### config.mk
export PLATFORM = sky130hd
export DESIGN_NAME = bitwise_acc_unit
export DESIGN_NICKNAME = d
export VERILOG_FILES = /design/src/rtl/bitwise_acc_unit.sv
export SDC_FILE = /design/constraint.sdc
export NUM_CORES = 1
export LEC_CHECK = 0
export CAP_MARGIN = 10
export CORE_MARGIN = 2
export CORE_UTILIZATION = 54
export CTS_CLUSTER_SIZE = 12
export DETAILED_ROUTE_END_ITERATION = 12
export PLACE_DENSITY = 0.87
export SLEW_MARGIN = 20
export SYNTH_ARGS = -nofsm -noshare
export SYNTH_HDL_FRONTEND = slang
export SYNTH_SLANG_ARGS = --single-unit
### constraint.sdc
create_clock -name clk -period 2.35 [get_ports clk]
set_input_delay 0.47 -clock clk [delete_from_list [all_inputs] [get_ports clk]]
set_output_delay 0.47 -clock clk [all_outputs]
set_load 0.01 [all_outputs]
### src/rtl/bitwise_acc_unit.sv
// rtl/bitwise_acc_unit.sv - bitwise accumulator with multi-cycle chunked OR-reduce
// One command in flight; non-reduce ops finish on the accept edge, reduce walks acc in CHUNK slices.
module bitwise_acc_unit #(
  parameter int WIDTH = 16,
  parameter int CHUNK = 8
) (
  input  logic             clk,
  input  logic             reset,
  input  logic             in_valid,
  output logic             in_ready,
  input  logic [2:0]       op,
  input  logic [WIDTH-1:0] operand,
  output logic [WIDTH-1:0] result,
  output logic             out_valid,
  input  logic             out_ready,
  output logic             zero
);

  localparam int NCHUNK = (CHUNK > 0) ? (WIDTH / CHUNK) : 1;
  localparam int CW     = (NCHUNK > 1) ? $clog2(NCHUNK) : 1;

  generate
    if (WIDTH <= 0 || CHUNK <= 0 || (WIDTH % CHUNK) != 0) begin : g_bad_params
      $error("bitwise_acc_unit: WIDTH must be a positive multiple of CHUNK");
    end
  endgenerate

  localparam logic [2:0] OP_NOP    = 3'b000;
  localparam logic [2:0] OP_LOAD   = 3'b001;
  localparam logic [2:0] OP_AND    = 3'b010;
  localparam logic [2:0] OP_OR     = 3'b011;
  localparam logic [2:0] OP_XOR    = 3'b100;
  localparam logic [2:0] OP_NOT    = 3'b101;
  localparam logic [2:0] OP_REDUCE = 3'b110;
  localparam logic [2:0] OP_CLEAR  = 3'b111;

  typedef enum logic [1:0] {
    S_IDLE   = 2'd0,
    S_REDUCE = 2'd1,
    S_HOLD   = 2'd2
  } state_e;

  state_e           state_q, state_d;
  logic [WIDTH-1:0] acc_q, acc_d;
  logic [WIDTH-1:0] result_q, result_d;
  logic             por_q, por_d;
  logic [CW-1:0]    cnt_q, cnt_d;

  logic [WIDTH-1:0] alu;
  logic [CHUNK-1:0] chunk_sel;
  logic             chunk_or;
  logic             last_chunk;

  always_comb begin
    alu = acc_q;
    unique case (op)
      OP_NOP:    alu = acc_q;
      OP_LOAD:   alu = operand;
      OP_AND:    alu = acc_q & operand;
      OP_OR:     alu = acc_q | operand;
      OP_XOR:    alu = acc_q ^ operand;
      OP_NOT:    alu = ~acc_q;
      OP_REDUCE: alu = acc_q;
      OP_CLEAR:  alu = '0;
      default:   alu = acc_q;
    endcase
  end

  // Explicit mux avoids a variable-width multiply in the slice index.
  always_comb begin
    chunk_sel = '0;
    for (int i = 0; i < NCHUNK; i++) begin
      if (cnt_q == CW'(i)) begin
        chunk_sel = acc_q[i*CHUNK +: CHUNK];
      end
    end
  end

  assign chunk_or   = |chunk_sel;
  assign last_chunk = (cnt_q == CW'(NCHUNK - 1));

  always_comb begin
    state_d  = state_q;
    acc_d    = acc_q;
    result_d = result_q;
    por_d    = por_q;
    cnt_d    = cnt_q;
    unique case (state_q)
      S_IDLE: begin
        if (in_valid) begin
          if (op == OP_REDUCE) begin
            por_d   = 1'b0;
            cnt_d   = '0;
            state_d = S_REDUCE;
          end else begin
            acc_d    = alu;
            result_d = alu;
            state_d  = S_HOLD;
          end
        end
      end
      S_REDUCE: begin
        por_d = por_q | chunk_or;
        if (last_chunk) begin
          result_d    = '0;
          result_d[0] = por_q | chunk_or;
          cnt_d       = '0;
          state_d     = S_HOLD;
        end else begin
          cnt_d = cnt_q + CW'(1);
        end
      end
      S_HOLD: begin
        if (out_ready) begin
          state_d = S_IDLE;
        end
      end
      default: state_d = S_IDLE;
    endcase
  end

  always_ff @(posedge clk) begin
    if (reset) begin
      state_q  <= S_IDLE;
      acc_q    <= '0;
      result_q <= '0;
      por_q    <= 1'b0;
      cnt_q    <= '0;
    end else begin
      state_q  <= state_d;
      acc_q    <= acc_d;
      result_q <= result_d;
      por_q    <= por_d;
      cnt_q    <= cnt_d;
    end
  end

  assign in_ready  = (state_q == S_IDLE);
  assign out_valid = (state_q == S_HOLD);
  assign result    = result_q;
  assign zero      = (acc_q == '0);

endmodule
==> results of run 1 <==
-- cell usage in the layout, fill, tap and decap left out, types with 5 or more instances in the layout --
cell | synthesis | routed
nand2_1 | 39 | 39
nand2b_1 | 11 | 11
nor2_1 | 23 | 23
mux2i_1 | 8 | 8
a21oi_1 | 39 | 39
a221oi_1 | 7 | 7
o211ai_1 | 5 | 5
o21ai_0 | 8 | 8
o22ai_1 | 5 | 5
dfxtp_1 | 36 | 36
clkbuf_8 | 0 | 5
nand3b_1 | 6 | 6
ha_1 | 32 | 32
o21bai_1 | 10 | 10
clkdlybuf4s50_1 | 0 | 40
buf_4 | 0 | 26
o221ai_1 | 14 | 14
inv_1 | 35 | 35
-- stage by stage --
step | area [sq um] | cells
2_1_floorplan | 2670 | 346
3_5_place_dp | 3250 | 454
6_report | 3400 | 462
4_1_cts | 3380 | 462
3_3_place_gp | 3250 | 454
5_1_grt | 3400 | 462
-- sequential cells by signal, indices dropped and copies added (netlist names) --
register and flops:
result 16, cnt_q 1, acc_q 16, por_q 1, state_q 2
-- layer usage --
| layer | vias up | wire, um | global-route usage, % | part of all wire (%) |
|---|---|---|---|---|
| li1 | 1317 | - | - | - |
| met1 | 1270 | 3050 | 37.3 | 43 |
| met3 | 18 | 558 | 3.25 | 7.9 |
| met5 | - | 0 | 0 | 0 |
| met2 | 108 | 3280 | 45.0 | 47 |
| met4 | 0 | 149 | 10.5 | 2.1 |
-- critical path, delay by kind of cell --
kind / cells / cell delay [ns]
AO/OA/AOI/OAI: 3 / 0.45
AND/OR/NAND/NOR: 2 / 0.71
buffers and inverters: 2 / 0.62
-- where the power goes --
part	switching [mW]	total, mW	leakage, nW	internal (mW)
combinational	0.264	0.516	1.06	0.252
sequential	0.0487	0.702	0.294	0.654
clock	0.235	0.549	0.0541	0.314
-- worst max path at each step --
stage	end	slack, ns	cells past startpoint
2_1_floorplan	result[0]	0.42	7
3_3_place_gp	result[7]	0.02	7
3_5_place_dp	result[7]	-0.005	7
4_1_cts	zero	0.02	3
5_1_grt	result[2]	0.15	8
6_report	result[7]	0.26	7
-- cell type report --
type | count | area, sq um
multi-input cells | 249 | 1740
fillers | 374 | 1360
well taps | 67 | 83.8
clock buffers | 5 | 68.8
inverters | 35 | 131
repair buffers | 67 | 608
flip-flops and latches | 36 | 721
clock inverters | 3 | 42.5
-- logic make-up (layout without fill, tap and decap cells) --
family | after synthesis | after routing | share of synthesized area [%]
and+or+nand+nor | 106 | 106 | 20.0
DFF | 36 | 36 | 27.0
AOI/OAI and AO/OA | 103 | 103 | 26.0
muxes | 8 | 8 | 3.00
buffers and inverters | 61 | 110 | 8.92
adders and majority gates | 32 | 32 | 15.0
-- repair_timing --
item,CTS,global route
gates resized for setup,3,3
endpoints found under the setup margin,1,1
pin swaps,0,1
==> qor.yml, run 1 <==
placementRows: 25
synth_enable_flop_cells: 0
die_w_um: 74.3
clock-sinks: 36
finalHoldViolations: 0
yosysTopAreaCellShare_pct: 27.0
path_max_fanout: 7
clock_skew_ns: 0.00652
peakVddDrop_uv: 341
hp-start: "result[13]"
critical_path_arrival_ns: 2.25
synth_top_cells_by_count: "a21oi_1 (39), nand2_1 (39), dfxtp_1 (36), inv_1 (35), ha_1 (32)"
fin_crit_sh_pct: 88.8
final_util_pct: 71.4
critPathSlowestCell: "or3b_2"
place_congestion: 0.891
firstDrtPassIters: 5
drc: 0
portBuffers: 41
rsz0062_at_grt: "no"
worstHoldPathType: "reg2reg"
tns_ns: 0
synth_top_area_cell: "dfxtp_1"
clk_pin_slew_ns: 0.08
grt_pass1_vias: 2552
fin_crit_ns: 2.09
crit_required_ns: 2.52
layout_setup_ws_ns: 0.262
pin_count: 42
antenna_found_initial: 0
dominantRegCellSynth: "dfxtp_1"
drtAntennaViolNets: 0
status: "finished clean"
start_util_pct: 56.1
drive_gt1_share_pct: 9.87
die_area_sq_um: 5510
setup_viol: 0
die_h_um: 74.3
reg2reg_setup_slack_ns: 0.58
synthDistinctLibCells: 41
worst_hold_slack_ns: 0.461
slew_headroom_pct: 72.9
cts_setup_buffers: 0
cts_buffer_depth: 2
seq_area_frac_synth_pct: 27.0
area_delta_synth_final_pct: 27.4
r2r_cells: 5
antennaDiodeCount: 0
drt_wl_total_um: 7040
coreArea_sq_um: 4750
cts_tree: "built"
worstMarginPinSlew_ns: 0.406
critical_path_class: "in2reg"
fmax_mhz: 479
insertion_delay_ns: 0.29
hold_end: "result[13]"
hold_depth: 2
endpoint_kind: "flop"
wl_per_cell_um: 15.2
r2r_end: "result[0]"
syn_area_sq_um: 2670
grt_usage_pct: 27.5
grt_max_degree: 38
drv_cap: 0
path_cells: "clkdlybuf4s50_1 -> buf_4 -> or3b_2 -> nor2_1 -> a221oi_1 -> o221ai_1 -> a21oi_1"
pre_cts_ws_ns: -0.00513
yosys-top-cells-area: "dfxtp_1 (27%), ha_1 (15%), a21oi_1 (7.3%), nand2_1 (5.5%), inv_1 (4.9%)"
htreeDepth: 2
maxSlewViolCount: 0
slowest_delay_ns: 0.56
synthArstFlopShare_pct: 0
syn-num-nets: 401
syn_inst: 346
cts_root_buf: "clkbuf_8"
crit_start: "op[0]"
drt_iter0_markers: 186
start_kind: "primary input"
place_hpwl_um: 4970
power_density_nw_per_um2: 521
grt_pass1_wl_um: 11800
overflow: 0
r2r-start: "state_q[0]"
ys_ff_latch: 36
nets: 449
power_mw: 1.77
via_per_inst: 5.87
syn_area_per_cell_sq_um: 7.70
vias: 2713
p_leak_nw: 1.41
yosysWarningCount: 0
holdBufCountCts: 0
cts_buffers: 5
Power figures use the tool's default switching activity.
==> run 2, diff against run 1 <==
--- a/config.mk
+++ b/config.mk
@@ -6,6 +6,7 @@
 export NUM_CORES = 1
 export LEC_CHECK = 0
 export CAP_MARGIN = 10
+export CORE_ASPECT_RATIO = 0.9
 export CORE_MARGIN = 2
 export CORE_UTILIZATION = 54
 export CTS_CLUSTER_SIZE = 12
==> run 2 against run 1 <==
Via count decreased by 1.5%. Sequential cell count unchanged. Clock power decreased by 3.6%. Clock skew increased by 0.0033 ns. Clock-buffer cell count unchanged. Sequential power about the same. Setup slack got worse by 0.21 ns. Largest cell class unchanged. Critical endpoint is now zero.
==> qor.yml, run 2 (synthesized netlist as in run 1, its figures left out) <==
status: "finished clean"
start_util_pct: 55.5  # -0.58 points
die_h_um: 70.6  # -4.9%
p_leak_nw: 1.40  # -0.58%
antenna_found_initial: 0  # unchanged
clock_skew_ns: 0.00985  # +0.00332 ns
place_hpwl_um: 5370  # +7.9%
drc: 0  # unchanged
grt_pass1_wl_um: 12200  # +3.3%
grt_max_degree: 38  # unchanged
area_delta_synth_final_pct: 27.7
htreeDepth: 2  # unchanged
endpoint_kind: "primary output"
rsz0062_at_grt: "no"
wl_per_cell_um: 15.7  # +3.2%
holdBufCountCts: 0  # unchanged
vias: 2671  # -1.5%
n_fill_cell: 387  # +3.5%
portBuffers: 41  # unchanged
fin_crit_sh_pct: 97.8  # +9.0 points
critPathSlowestCell: "clkdlybuf4s50_1"
final_cells: 460  # -0.43%
clk_pin_slew_ns: 0.07  # about the same
cts_buffers: 5  # unchanged
slowest_delay_ns: 0.54  # -0.02 ns
critical_path_arrival_ns: 1.83  # -0.42 ns
overflow: 0  # unchanged
placementRows: 24  # -4.0%
die_w_um: 78.1  # +5.1%
start_kind: "flop"
maxSlewViolCount: 0  # unchanged
path_max_fanout: 6  # -1
tns_ns: 0  # unchanged
worstMarginPinSlew_ns: 0.407  # +0.000955 ns
multi_input_area_sq_um: 1740  # unchanged
finalHoldViolations: 0  # unchanged
insertion_delay_ns: 0.29  # about the same
layout_commonest_cell: "clkdlybuf4s50_1"
power_density_nw_per_um2: 516  # -0.82%
layout_common_cells: "clkdlybuf4s50_1 (41), nand2_1 (39), a21oi_1 (39)"
cts_tree: "built"
drt_iter0_markers: 256  # +38%
crit_required_ns: 1.88  # -0.64 ns
ff_latch_area_sq_um: 721  # unchanged
peakVddDrop_uv: 591  # +73%
worstHoldPathType: "reg2reg"
die_area_sq_um: 5510  # about the same
path_cells: "nor4_4 -> and4_1 -> clkdlybuf4s50_1"
pin_count: 42  # unchanged
fin_crit_ns: 2.30  # +0.211 ns
place_congestion: 0.883  # -0.93%
coreArea_sq_um: 4800  # +1.1%
clock-sinks: 36  # unchanged
slew_headroom_pct: 72.8  # about the same
antennaDiodeCount: 0  # unchanged
dpl.cell_count: 452  # -0.44%
cts_root_buf: "clkbuf_8"
reg2reg_setup_slack_ns: 0.60  # +0.02 ns
via_per_inst: 5.81  # -1.1%
drive_gt1_share_pct: 9.87  # unchanged
drtAntennaViolNets: 0  # unchanged
drv_cap: 0  # unchanged
grt_usage_pct: 27.6  # +0.092 points
setup_viol: 0  # unchanged
critical_path_class: "reg2out"
grt_pass1_vias: 2501  # -2.0%
firstDrtPassIters: 4  # -1
final_util_pct: 70.8  # -0.59 points
fmax_mhz: 435  # -9.2%
drt_wl_total_um: 7240  # +2.8%
cts_buffer_depth: 2  # unchanged
nets: 449  # unchanged
-- run 2: cell count changes in the layout (fill, tap and decap cells not counted), sizes merged --
cell / change
clkdlybuf4s50: +1
dlymetal6s2s: -1
-- run 2: worst paths after layout --
path | end | depth (start not counted) | start
worst max-delay path | zero | 3 | acc_q[5]
worst min-delay path | result[5] | 2 | result[5]
worst min register to register | result[5] | 2 | result[5]
worst max register to register | result[0] | 5 | state_q[0]
-- run 2: metrics by stage --
| step | cell area (sq um) | worst slack (ns) | hold WS, ns | power, mW |
|---|---|---|---|---|
| 2_1_floorplan | 2670 | 0.417 | 0.457 | 0.993 |
| 5_1_grt | 3400 | 0.00775 | 0.479 | 1.85 |
| 3_3_place_gp | 3260 | -0.00443 | 0.445 | 1.20 |
| 3_5_place_dp | 3260 | -0.108 | 0.449 | 1.22 |
| 6_report | 3400 | 0.0514 | 0.459 | 1.76 |
| 4_1_cts | 3380 | 0.00228 | 0.461 | 1.75 |
-- run 2: repair_timing --
action / in CTS / in global routing
resized for setup: 1 / 4
buffers inserted: 0 / 0
endpoints found under the setup margin: 1 / 1
-- run 2: cell type report --
cell class	instances	area share (%)
timing repair buffer	67	18.2
inverter	35	3.86
multi-input combinational	249	51.1
clock buffer	5	2.02
tap	65	2.39
clock inverter	3	1.25
sequential	36	21.2
-- run 2: where the power goes --
part	total, mW	leakage [nW]	internal, mW	switching [mW]
sequential	0.701	0.294	0.654	0.0472
combinational	0.526	1.05	0.256	0.270
clock	0.529	0.0541	0.313	0.216
total	1.76	1.40	1.22	0.533
-- run 2: worst max-delay path: cells and delay by family (launching register included) --
kind / cells / cell delay, ns
buffers and inverters: 1 / 0.54
AND/OR/NAND/NOR: 2 / 0.62
flip-flops: 1 / 0.38
-- run 2: routing by layer --
metal,vias up,wire length [um],GRT usage (%)
met5,-,0,0
met4,0,106,8.19
met3,11,505,3.83
met2,93,3400,43.4
met1,1243,3230,39.6
li1,1324,-,-
==> edit, RTL diff (flow settings as in run 2) <==
Re-encode `state_e` (3 states) as one-hot, 3 bits wide.
--- a/src/rtl/bitwise_acc_unit.sv
+++ b/src/rtl/bitwise_acc_unit.sv
@@ -35,8 +35,8 @@
   localparam logic [2:0] OP_CLEAR  = 3'b111;
 
-  typedef enum logic [1:0] {
-    S_IDLE   = 2'd0,
-    S_REDUCE = 2'd1,
-    S_HOLD   = 2'd2
+  typedef enum logic [2:0] {
+    S_IDLE   = 3'b001,
+    S_REDUCE = 3'b010,
+    S_HOLD   = 3'b100
   } state_e;
 
Formal check against the unedited RTL: same outputs for any inputs over 4 cycles, from zero or initial values and one cycle with reset high; so few cycles prove little.
==> edit against run 2 <==
Final area increased by 8.3%. Power increased by 3.4%. Largest cell class unchanged. Sequential cell count increased by 1. Synthesized cell count increased by 7.2%. Highest routed layer unchanged. Wire length is 16% higher. Area after synthesis rose by 14%. Setup slack better by 0.16 ns. Final cell count rose by 5.9%.
==> edit: results (changes against run 2) <==
* Crit path DAT at 1.67 ns (-0.16 ns)
* Worst Tran Pin Value at 0.486 ns (+0.0785 ns)
* Final Net Count at 474 (+5.6%)
* Worst r2r src: acc_q[11]$_SDFFE_PP0P_
* Fin cells at 487 (+5.9%)
* Top area cells in the synthesized netlist: dfxtp_1 24%, ha_1 13%, nand2_1 4.8%
* DP Wirelength at 6040 um (+13%)
* Dpl cell area at 0.00355 mm^2 (+9.0%)
* Overall routed net length at 8360 um (+16%)
* Filler cell count at 419 (+8.3%)
* LEAKAGE at 1.52 nW (+8.5%)
* First-pass GRT wire length at 13700 um (+12%)
* Pre-CTS setup slack at 0.0348 ns (+0.142 ns)
* Placed cell count at 478 (+5.8%)
* Pre-Repair DR Iteration Count at 5 (+1)
* CP startpoint: state_q[2]$_SDFFE_PP0P_
* Post-synthesis cell count at 371 (+7.2%)
* Post-Layout Inst Area at 0.00368 mm^2 (+8.3%)
* Sequential fraction of the synthesis area at 0.244 (-0.0266)
* Share of cells above drive strength 1 at 0.129 (+0.0298)
* Vias in the first global route at 2898 (+16%)
* Status: finished, final reports clean
* Clock Skew at 0.00538 ns (-0.00446 ns)
* Largest net degree at the start of global routing at 36 (-5.3%)
* 1st-iter DRT viols at 279 (+9.0%)
## edit: cell type report
cell class	count	area share
clock inverters	3	0.00475
repair buffers	63	0.164
inverters	37	0.0377
well taps	67	0.0228
flip-flops and latches	37	0.201
multi-input cells	275	0.551
clock buffers	5	0.0187
## edit: per-layer routing
layer | share of wire | up-vias | global-route usage | routed length, um
li1 | - | 1425 | - | -
met1 | 0.41 | 1439 | 0.322 | 3450
met2 | 0.47 | 139 | 0.480 | 3950
met3 | 0.069 | 44 | 0.0548 | 575
met4 | 0.045 | 0 | 0.148 | 380
met5 | 0 | - | 0 | 0
## edit: worst max-delay path, cell delays in order (launching register included)
cell and delay, ns:
dfxtp_1 0.39, inv_1 0.10, nor3_1 0.28, clkdlybuf4s50_1 0.60
## edit: cell families after synthesis
logic type	Yosys count	synth area share
buffers and inverters	59	0.0993
AND/OR/NAND/NOR	125	0.228
XOR/XNOR	1	0.00288
AO/OA/AOI/OAI	117	0.294
flip-flops	37	0.244
adder cells (fa/ha/maj)	32	0.132
## edit: final timing paths
kind | cells after the start | to
worst max-delay path | 3 | out_valid
worst min-delay path | 2 | result[5]$_SDFFE_PP0P_
worst max register to register | 6 | result[11]$_SDFFE_PP0P_
worst min register to register | 2 | result[5]$_SDFFE_PP0P_
## edit: metrics by stage
stage	power (W)	hold slack (ns)
2_1_floorplan	0.00111	0.432
3_3_place_gp	0.00131	0.429
3_5_place_dp	0.00133	0.437
4_1_cts	0.00179	0.449
5_1_grt	0.00190	0.475
6_report	0.00182	0.448
## edit: timing repair
action	in CTS	in global routing
resized for setup	3	3
pin swaps	0	2
setup endpoints to repair	1	1
setup buffers	0	1
## edit: power breakdown
part,switching [W],internal (W)
Clock,0.000251,0.000205
Combinational,0.000317,0.000299
Sequential,0.0000649,0.000680
Total,0.000634,0.00118
